### src/rtl/vga_pkg.sv
`default_nettype none
// ============================================================================
// vga_pkg : shared VRAM geometry and arbiter grant encoding
// Revision: 1.0
// ============================================================================
package vga_pkg;

    localparam int VRAM_ADDR_W = 16;
    localparam int VRAM_DATA_W = 8;

    typedef enum logic [1:0] {
        G_NONE = 2'd0,
        G_DISP = 2'd1,
        G_HRD  = 2'd2,
        G_HWR  = 2'd3
    } grant_t;

endpackage
`default_nettype wire

### src/rtl/vram_wfifo.sv
`default_nettype none
// ============================================================================
// vram_wfifo : host write buffer holding {addr,data} entries
// Revision: 1.0
// ============================================================================
module vram_wfifo #(
    parameter int DEPTH = 4,
    parameter int AW    = 16,
    parameter int DW    = 8
) (
    input  logic          clk,
    input  logic          rst,
    input  logic          push,
    input  logic [AW-1:0] push_addr,
    input  logic [DW-1:0] push_data,
    input  logic          pop,
    output logic [AW-1:0] head_addr,
    output logic [DW-1:0] head_data,
    output logic          full,
    output logic          empty
);

    localparam int PTR_W = $clog2(DEPTH);

    logic [AW+DW-1:0] r_mem [DEPTH];
    logic [PTR_W-1:0] r_wptr;
    logic [PTR_W-1:0] r_rptr;
    logic [PTR_W:0]   r_count;
    logic [PTR_W:0]   w_count_nxt;
    logic             r_full;
    logic             w_push;
    logic             w_pop;

    // Full is sampled from last cycle, so a same-cycle pop never rescues a push.
    assign w_push = push & ~r_full;
    assign w_pop  = pop & (r_count != '0);

    always_comb begin
        w_count_nxt = r_count;
        case ({w_push, w_pop})
            2'b10:   w_count_nxt = r_count + (PTR_W+1)'(1);
            2'b01:   w_count_nxt = r_count - (PTR_W+1)'(1);
            default: w_count_nxt = r_count;
        endcase
    end

    always_ff @(posedge clk or posedge rst) begin
        if (rst) begin
            r_wptr  <= '0;
            r_rptr  <= '0;
            r_count <= '0;
            r_full  <= 1'b0;
        end else begin
            if (w_push) r_wptr <= r_wptr + PTR_W'(1);
            if (w_pop)  r_rptr <= r_rptr + PTR_W'(1);
            r_count <= w_count_nxt;
            r_full  <= (w_count_nxt == (PTR_W+1)'(DEPTH));
        end
    end

    always_ff @(posedge clk) begin
        if (w_push) r_mem[r_wptr] <= {push_addr, push_data};
    end

    assign {head_addr, head_data} = r_mem[r_rptr];
    assign full  = r_full;
    assign empty = (r_count == '0);

endmodule
`default_nettype wire

### src/rtl/vram_arbiter.sv
`default_nettype none
// ============================================================================
// vram_arbiter : single-port screen RAM arbiter, display vs buffered host ops
// Revision: 1.0
// ============================================================================
module vram_arbiter
    import vga_pkg::*;
#(
    parameter int ADDR_W      = VRAM_ADDR_W,
    parameter int DATA_W      = VRAM_DATA_W,
    parameter int WFIFO_DEPTH = 4,
    parameter int MAX_WAIT    = 15
) (
    input  logic              clk,
    input  logic              rst,
    input  logic              disp_req,
    input  logic [ADDR_W-1:0] disp_addr,
    output logic              disp_gnt,
    output logic              disp_valid,
    output logic [DATA_W-1:0] disp_data,
    input  logic              host_wr,
    input  logic [ADDR_W-1:0] host_waddr,
    input  logic [DATA_W-1:0] host_wdata,
    output logic              host_full,
    output logic              host_ovf,
    input  logic              host_rd,
    input  logic [ADDR_W-1:0] host_raddr,
    output logic              host_rbusy,
    output logic              host_rvalid,
    output logic [DATA_W-1:0] host_rdata,
    output logic [ADDR_W-1:0] mem_addr,
    output logic              mem_we,
    output logic [DATA_W-1:0] mem_wdata,
    input  logic [DATA_W-1:0] mem_rdata
);

    localparam int WAIT_W = $clog2(MAX_WAIT + 1);

    grant_t             w_grant;
    logic               w_fempty;
    logic               w_ffull;
    logic [ADDR_W-1:0]  w_head_addr;
    logic [DATA_W-1:0]  w_head_data;
    logic               w_host_pend;
    logic               w_force;

    logic               r_rd_pend;
    logic [ADDR_W-1:0]  r_rd_addr;
    logic [WAIT_W-1:0]  r_wait;
    logic               r_disp_valid;
    logic               r_rvalid;
    logic               r_ovf;
    logic [DATA_W-1:0]  r_rdata_hold;

    vram_wfifo #(
        .DEPTH (WFIFO_DEPTH),
        .AW    (ADDR_W),
        .DW    (DATA_W)
    ) u_wfifo (
        .clk       (clk),
        .rst       (rst),
        .push      (host_wr),
        .push_addr (host_waddr),
        .push_data (host_wdata),
        .pop       (w_grant == G_HWR),
        .head_addr (w_head_addr),
        .head_data (w_head_data),
        .full      (w_ffull),
        .empty     (w_fempty)
    );

    assign w_host_pend = ~w_fempty | r_rd_pend;
    assign w_force     = w_host_pend && (r_wait == WAIT_W'(MAX_WAIT));

    // Reads wait behind buffered writes so readback sees the latest data.
    always_comb begin
        w_grant = G_NONE;
        if (rst)           w_grant = G_NONE;
        else if (w_force)  w_grant = w_fempty ? G_HRD : G_HWR;
        else if (disp_req) w_grant = G_DISP;
        else if (!w_fempty) w_grant = G_HWR;
        else if (r_rd_pend) w_grant = G_HRD;
    end

    always_comb begin
        mem_addr  = '0;
        mem_we    = 1'b0;
        mem_wdata = '0;
        case (w_grant)
            G_DISP: mem_addr = disp_addr;
            G_HRD:  mem_addr = r_rd_addr;
            G_HWR: begin
                mem_addr  = w_head_addr;
                mem_we    = 1'b1;
                mem_wdata = w_head_data;
            end
            default: mem_addr = '0;
        endcase
    end

    always_ff @(posedge clk or posedge rst) begin
        if (rst) begin
            r_rd_pend    <= 1'b0;
            r_rd_addr    <= '0;
            r_wait       <= '0;
            r_disp_valid <= 1'b0;
            r_rvalid     <= 1'b0;
            r_ovf        <= 1'b0;
            r_rdata_hold <= '0;
        end else begin
            r_disp_valid <= (w_grant == G_DISP);
            r_rvalid     <= (w_grant == G_HRD);
            if (host_wr && w_ffull) r_ovf <= 1'b1;
            if (r_rvalid) r_rdata_hold <= mem_rdata;

            if (w_grant == G_HRD) begin
                r_rd_pend <= 1'b0;
            end else if (host_rd && !r_rd_pend) begin
                r_rd_pend <= 1'b1;
                r_rd_addr <= host_raddr;
            end

            if (w_grant == G_HWR || w_grant == G_HRD || !w_host_pend)
                r_wait <= '0;
            else if (w_grant == G_DISP && r_wait != WAIT_W'(MAX_WAIT))
                r_wait <= r_wait + WAIT_W'(1);
        end
    end

    assign disp_gnt    = (w_grant == G_DISP);
    assign disp_valid  = r_disp_valid;
    assign disp_data   = r_disp_valid ? mem_rdata : '0;
    assign host_full   = w_ffull;
    assign host_ovf    = r_ovf;
    assign host_rbusy  = r_rd_pend;
    assign host_rvalid = r_rvalid;
    assign host_rdata  = r_rvalid ? mem_rdata : r_rdata_hold;

endmodule
`default_nettype wire

### config.mk
export PLATFORM = sky130hd
export DESIGN_NAME = vram_arbiter
export DESIGN_NICKNAME = d
export VERILOG_FILES = /design/src/rtl/vga_pkg.sv /design/src/rtl/vram_wfifo.sv /design/src/rtl/vram_arbiter.sv
export SDC_FILE = /design/constraint.sdc
export NUM_CORES = 1
export LEC_CHECK = 0
export ABC_AREA = 0
export BUFFER_PORTS_ARGS = -buffer_cell sky130_fd_sc_hd__buf_4
export CORE_UTILIZATION = 57
export CTS_BUF_LIST = sky130_fd_sc_hd__clkbuf_2 sky130_fd_sc_hd__clkbuf_4 sky130_fd_sc_hd__clkbuf_8
export DETAILED_ROUTE_END_ITERATION = 6
export GPL_TIMING_DRIVEN = 0
export PLACE_DENSITY_LB_ADDON = 0.3
export SLEW_MARGIN = 20
export SYNTH_ARGS = -nofsm -noshare
export SYNTH_HDL_FRONTEND = slang
export SYNTH_SLANG_ARGS = --single-unit
### constraint.sdc
create_clock -name clk -period 3.36 [get_ports clk]
set_input_delay 0.336 -clock clk [delete_from_list [all_inputs] [get_ports clk]]
set_output_delay 0.336 -clock clk [all_outputs]
set_load 0.01 [all_outputs]
==> results of run 1 <==
critical path, stage by stage (launching register included):
cell	delay [ns]
dfrtp_1	0.41
ha_1	0.24
nand3_1	0.30
a211oi_4	0.43
buf_2	0.31
ha_1	0.22
inv_1	0.06
fa_1	0.37
xor2_1	0.16
or3_1	0.33
a211oi_1	0.27
placed cells by master, fill, tap and decap left out, types with 11 or more instances in the layout:
cell type	Yosys	layout
a221o_2	16	16
edfxtp_1	96	96
a211oi_1	20	20
mux4_2	24	24
and2_1	20	16
inv_1	25	24
buf_4	1	116
clkbuf_8	0	17
clkbuf_1	11	11
mux2_2	24	24
dfrtp_1	40	40
power by group through the flow:
stage               Combinational (mW)  Clock [mW]  Sequential, mW
floorplan                         1.07           0            2.38
global placement                  1.58           0            2.41
detailed placement                1.63           0            2.44
CTS                               1.64        1.47            2.41
global route                      1.77        1.54            2.45
finish                            1.63        1.45            2.41
stage by stage:
step	instance area (µm²)	std cells	setup TNS [ns]	util
3_3_place_gp	6740	579	0	0.689
6_report	7220	611	0	0.739
2_1_floorplan	5720	333	0	-
3_5_place_dp	6760	580	-0.0455	0.692
4_1_cts	7210	609	0	0.737
5_1_grt	7220	611	0	0.739
layout make-up:
class,instances,area share
Sequential cell,136,0.538
Multi-Input combinational cell,151,0.230
Timing Repair Buffer,117,0.124
Clock buffer,19,0.0345
Clock inverter,9,0.0246
Tap cell,133,0.0230
Buffer,21,0.0139
Inverter,25,0.0130
state kept, by name, indices dropped and copies added (netlist names):
signal	cells
u_wfifo.r_wptr	2
host_rbusy	1
r_rd_addr	16
host_ovf	1
u_wfifo.r_count	3
r_wait	4
host_rvalid	1
u_wfifo.r_rptr	2
r_rdata_hold	8
u_wfifo.r_mem	96
disp_valid	1
u_wfifo.full	1
path summary, 6_finish.rpt:
kind | slack [ns] | endpoint | cells past startpoint
max | 0.16 | u_wfifo.full | 10
min | 0.11 | u_wfifo.r_mem[3][23] | 1
max reg2reg | 0.16 | u_wfifo.full | 10
min reg2reg | 0.46 | host_ovf | 1
max in group asynchronous | 2.33 | u_wfifo.r_rptr[0] | 4
min in group asynchronous | 0.57 | r_rd_addr[3] | 3
logic make-up (layout without fill, tap and decap cells):
family / Yosys count / in the layout / share of synthesized area
fa+ha+maj: 7 / 7 / 0.0166
mux: 49 / 49 / 0.143
xor+xnor: 5 / 5 / 0.00765
flops: 136 / 136 / 0.678
simple gates: 41 / 41 / 0.0433
buf+inv: 46 / 191 / 0.0339
compound gates: 49 / 49 / 0.0767
per-layer routing:
layer,track usage,share of wire,vias up
li1,-,-,1569
met1,0.290,0.39,1716
met2,0.402,0.53,133
met3,0.0711,0.070,13
met4,0.0901,0.011,0
met5,0,0,-
what timing repair did:
action | in CTS | in global routing
hold buffers | 1 | 0
setup buffers | 0 | 2
endpoints found under the hold margin | 16 | 0
pin swaps | 0 | 1
endpoints found under the setup margin | 1 | 1
resized for setup | 1 | 0
==> reports/qor.txt, run 1 <==
Minimum clock period = 3.20 ns
Vias/cell = 5.62
Yosys Warn Count = 0
Cell Int Power = 3.96 mW
PD cells = 759 nW/µm²
Largest cells by area after synthesis = edfxtp_1 (50%), dfrtp_1 (17%), mux4_2 (9.4%)
Setup violators final = 0
Worst slew pin tran = 0.734 ns
Pre-Repair DR Iteration Count = 5
Netlist Area Pre-Place = 5720 µm²
CP arrival = 3.52 ns
Worst flop-to-flop path startpoint = r_wait[0]
RSZ-0062 raised after global routing = no
Placement Setup Slack = -0.0455 ns
Clk sink count = 136
LEAKAGE = 2.86 nW
Final WS setup = 0.163 ns
Clock share of power = 0.264
Worst Path Required = 3.69 ns
Die area = 10400 µm²
IO Pins = 116
Die W = 102 µm
Worst Skew = 0.0102 ns
Peak supply drop = 440 µV
Antenna violations before repair = 0
Post-DP HPWL = 7.87 mm
Net Count, Synth = 409
HP Start = host_waddr[15]
Largest area contributor in the synthesized netlist = edfxtp_1
Port bufs = 113
Max-cap violations = 0
Wire length per cell = 18.9 µm
P_sw = 1.52 mW
Overflow after GRT = 0
Most common cell in the netlist = edfxtp_1
Reg power frac = 0.439
GPL Wtd Cong = 0.793
Fraction of layout cells with a size suffix above 1 = 0.473
Die height = 102 µm
Synthesized area per cell = 17.2 µm²
Critical Path Source = r_wait[0]
Clock transition at the registers of the reported paths = 0.07 ns
DR DRC count = 0
Main flop type after synthesis = edfxtp_1
Asr flop ratio synth = 0.294
Area grow syn2layout = 26.2%
Pin count of the biggest net entering global routing = 25
Antenna Violating Nets Remaining = 0
Synth Register Bits = 136
Maximum clock path buffer count = 2
CP Capture Type = register
Status = complete, no violations
Cell variety after synth = 36
Critical Path Start Type = register
Core region area = 9770 µm²
Cells after Synth = 333
Final period utilization = 0.951
Rel. slew slack = 0.498
Max Slew Vio Count = 0
EDFF count, synth = 96
Initial DRC Count = 239
Fmax = 313 MHz
Sequential Area = 3880 µm²
Initial Utilization = 0.586
WL final = 11.6 mm
Total global-route track usage = 0.238
Hold Slack = 0.112 ns
Clock tree root buffer cell = clkbuf_8
Commonest cells post-synth = edfxtp_1 (96), dfrtp_1 (40), inv_1 (25)
Final Net Count = 545
Worst-skew pair later-pin latency = 0.42 ns
Vias in the first global route = 3529
Switching Fraction = 0.278
Combinational fraction of design power = 0.297
Share of the synthesized area in the top cell type = 0.504
H-tree level count = 4
Multi-input combinational cell area = 1660 µm²
Worst min-delay path class = primary input to register
First-pass GRT wire length = 17.7 mm
WS Path Type = register to register
Sequential area share after synthesis = 0.678
TritonCTS buffer count = 17
Critical path fanouts, max = 10
Diode count = 0
Fillers = 589
Overall Power = 5.49 mW
Final Hold Fails = 0
Site row count = 36
CTS tree = built
Total vias in the final route = 3431
Power figures use the tool's default switching activity.
==> inputs of run 2 (changes only) <==
--- a/config.mk
+++ b/config.mk
@@ -15,4 +15,5 @@
 export SLEW_MARGIN = 20
 export SYNTH_ARGS = -nofsm -noshare
 export SYNTH_HDL_FRONTEND = slang
+export SYNTH_HIERARCHICAL = 1
 export SYNTH_SLANG_ARGS = --single-unit
==> reports/qor.txt, run 2 <==
Status = complete, no violations
Vias/cell = 5.71
Clock transition at the registers of the reported paths = 0.07 ns
GPL Wtd Cong = 0.831
Largest area contributor in the synthesized netlist = edfxtp_1
Yosys Warn Count = 6
EDFF count, synth = 96
Post-DP HPWL = 7.97 mm
Setup violators final = 0
Cell variety after synth = 41
Final period utilization = 0.939
Clk sink count = 136
H-tree level count = 4
CP Capture Type = register
Main flop type after synthesis = edfxtp_1
Post-route cell area = 7250 µm²
Netlist Area Pre-Place = 5820 µm²
Placed insts = 582
CP cell instances = ha_1 -> nand3_4 -> a211oi_4 -> buf_6 -> o31a_1 -> ha_1 -> inv_1 -> fa_1 -> xor2_1 -> or3_1 -> a211oi_1
Largest register FFs = 96
IO Pins = 116
Diode count = 0
Crit-path slowest cell = fa_1
Largest delay share family, worst path = adder cells
TritonCTS buffer count = 17
WL final = 11.5 mm
Antenna Violating Nets Remaining = 0
Sequential area share after synthesis = 0.667
Initial Utilization = 0.593
Finished Layout Cells = 618
Share of the synthesized area in the top cell type = 0.495
Crit path top cell by count = ha_1
CP arrival = 3.48 ns
Placed Area = 6860 µm²
Setup_tns = 0 ns
Synth Register Bits = 136
Worst Path Required = 3.68 ns
Wire length per cell = 18.7 µm
Synthesized area per cell = 17.4 µm²
Final Hold Fails = 0
Post-CTS resize count = 0
Worst Skew = 0.00786 ns
Regs by FF count = u_wfifo/r_mem (96), r_rd_addr (16), r_rdata_hold (8)
Worst slew pin tran = 0.693 ns
Die height = 103 µm
Minimum clock period = 3.15 ns
PD cells = 730 nW/µm²
WS Path Type = register to register
Fmax = 317 MHz
Die W = 103 µm
Buf+Inv Stages, Crit Path = 2
Initial DRC Count = 220
Cells after Synth = 334
Most frequent cells in the layout = buf_4 (118), edfxtp_1 (96), dfrtp_1 (40), mux2_2 (24), clkbuf_8 (21)
CTS tree = built
Area grow syn2layout = 24.5%
Pin count of the biggest net entering global routing = 34
Most common cell in the netlist = edfxtp_1
Largest cells by area after synthesis = edfxtp_1 (50%), dfrtp_1 (17%), mux4_2 (7.0%)
Max-cap violations = 0
Peak supply drop = 383 µV
LEAKAGE = 2.84 nW
Rel. slew slack = 0.538
Critical path fanouts, max = 11
Port bufs = 115
DR DRC count = 0
Pre-Repair DR Iteration Count = 4
Core region area = 9820 µm²
First-pass GRT wire length = 17.4 mm
Asr flop ratio synth = 0.294
Worst-skew pair later-pin latency = 0.42 ns
Critical Path Start Type = register
Worst min-delay path class = primary input to register
Total global-route track usage = 0.231
Net Count, Synth = 410
Biggest register = u_wfifo/r_mem
Overflow after GRT = 0
Final Net Count = 548
Antenna violations before repair = 0
Most common cell after layout, fill and taps aside = buf_4
Max Slew Vio Count = 0
Fraction of layout cells with a size suffix above 1 = 0.468
Total vias in the final route = 3528
Clock tree root buffer cell = clkbuf_8
Crit-path max cell delay = 0.44 ns
Maximum clock path buffer count = 2
Site row count = 36
Commonest cells post-synth = edfxtp_1 (96), dfrtp_1 (40), mux2_2 (24)
Vias in the first global route = 3503
Die area = 10600 µm²
run 2: changes by cell type in the layout (fill, tap and decap cells not counted), moves of 9 or more:
cell,before,now
a21oi_1,3,13
a211oi_1,20,9
inv_1,24,8
nand4b_1,0,9
run 2: where the power goes:
| group | switching, mW | total (mW) | leakage, nW | internal (mW) |
|---|---|---|---|---|
| clock | 0.547 | 1.19 | 0.199 | 0.643 |
| combinational | 0.827 | 1.71 | 1.27 | 0.884 |
| sequential | 0.151 | 2.39 | 1.37 | 2.24 |
run 2: worst paths after layout:
check / startpoint / to / slack [ns] / cells after the start
worst min register to register: host_ovf / host_ovf / 0.47 / 1
min in group asynchronous: rst / u_wfifo/full / 0.49 / 3
max in group asynchronous: rst / r_rdata_hold[1] / 1.99 / 4
worst max-delay path: r_wait[0] / u_wfifo/full / 0.21 / 11
worst max register to register: r_wait[0] / u_wfifo/full / 0.21 / 11
worst min-delay path: host_wdata[5] / u_wfifo/r_mem[2][5] / 0.11 / 1
run 2: final cells by class:
class / instances / area (µm²)
flip-flops and latches: 136 / 3880
repair buffers: 119 / 896
clock inverters: 4 / 20.0
clock buffers: 28 / 342
inverters: 9 / 33.8
well taps: 133 / 166
fillers: 609 / 2570
multi-input cells: 166 / 1750
plain buffers: 23 / 161
run 2: worst register-to-register path: cells and delay by family, from the launching register on:
| family | cells | cell delay [ns] |
|---|---|---|
| compound gates | 3 | 0.82 |
| fa+ha+maj | 3 | 0.93 |
| buf+inv | 2 | 0.28 |
| flops | 1 | 0.39 |
| xor+xnor | 1 | 0.16 |
| simple gates | 2 | 0.49 |
run 2: what timing repair did:
action / CTS / global route
setup buffers: 0 / 3
setup endpoints to repair: 0 / 1
endpoints found under the hold margin: 8 / 0
hold buffers: 1 / 0
run 2: metrics by stage:
step	power (mW)	util	worst slack, ns	hold WS [ns]
3_5_place_dp	4.15	0.698	0.0561	0.359
5_1_grt	5.56	0.738	-0.0445	0.0860
6_report	5.30	0.738	0.205	0.115
2_1_floorplan	3.52	-	0.448	0.152
4_1_cts	5.34	0.736	0.0444	0.0853
3_3_place_gp	4.06	0.698	0.151	0.346
run 2: kinds of logic (layout without fill, tap and decap cells):
kind of cell,Yosys count,count (layout),share of synthesized area
XOR/XNOR,5,5,0.00753
AND/OR/NAND/NOR,55,55,0.0619
flip-flops,136,136,0.667
AO/OA/AOI/OAI,50,50,0.0686
buffers and inverters,32,183,0.0335
adder cells (fa/ha/maj),7,7,0.0163
multiplexers,49,49,0.145
run 2: routing by layer:
| metal | track usage | up-vias | part of all wire | routed length (µm) |
|---|---|---|---|---|
| met5 | 0 | - | 0 | 0 |
| met4 | 0.115 | 0 | 0.020 | 232 |
| met2 | 0.378 | 142 | 0.50 | 5780 |
| met1 | 0.282 | 1766 | 0.41 | 4730 |
| li1 | - | 1602 | - | - |
| met3 | 0.0671 | 18 | 0.069 | 802 |
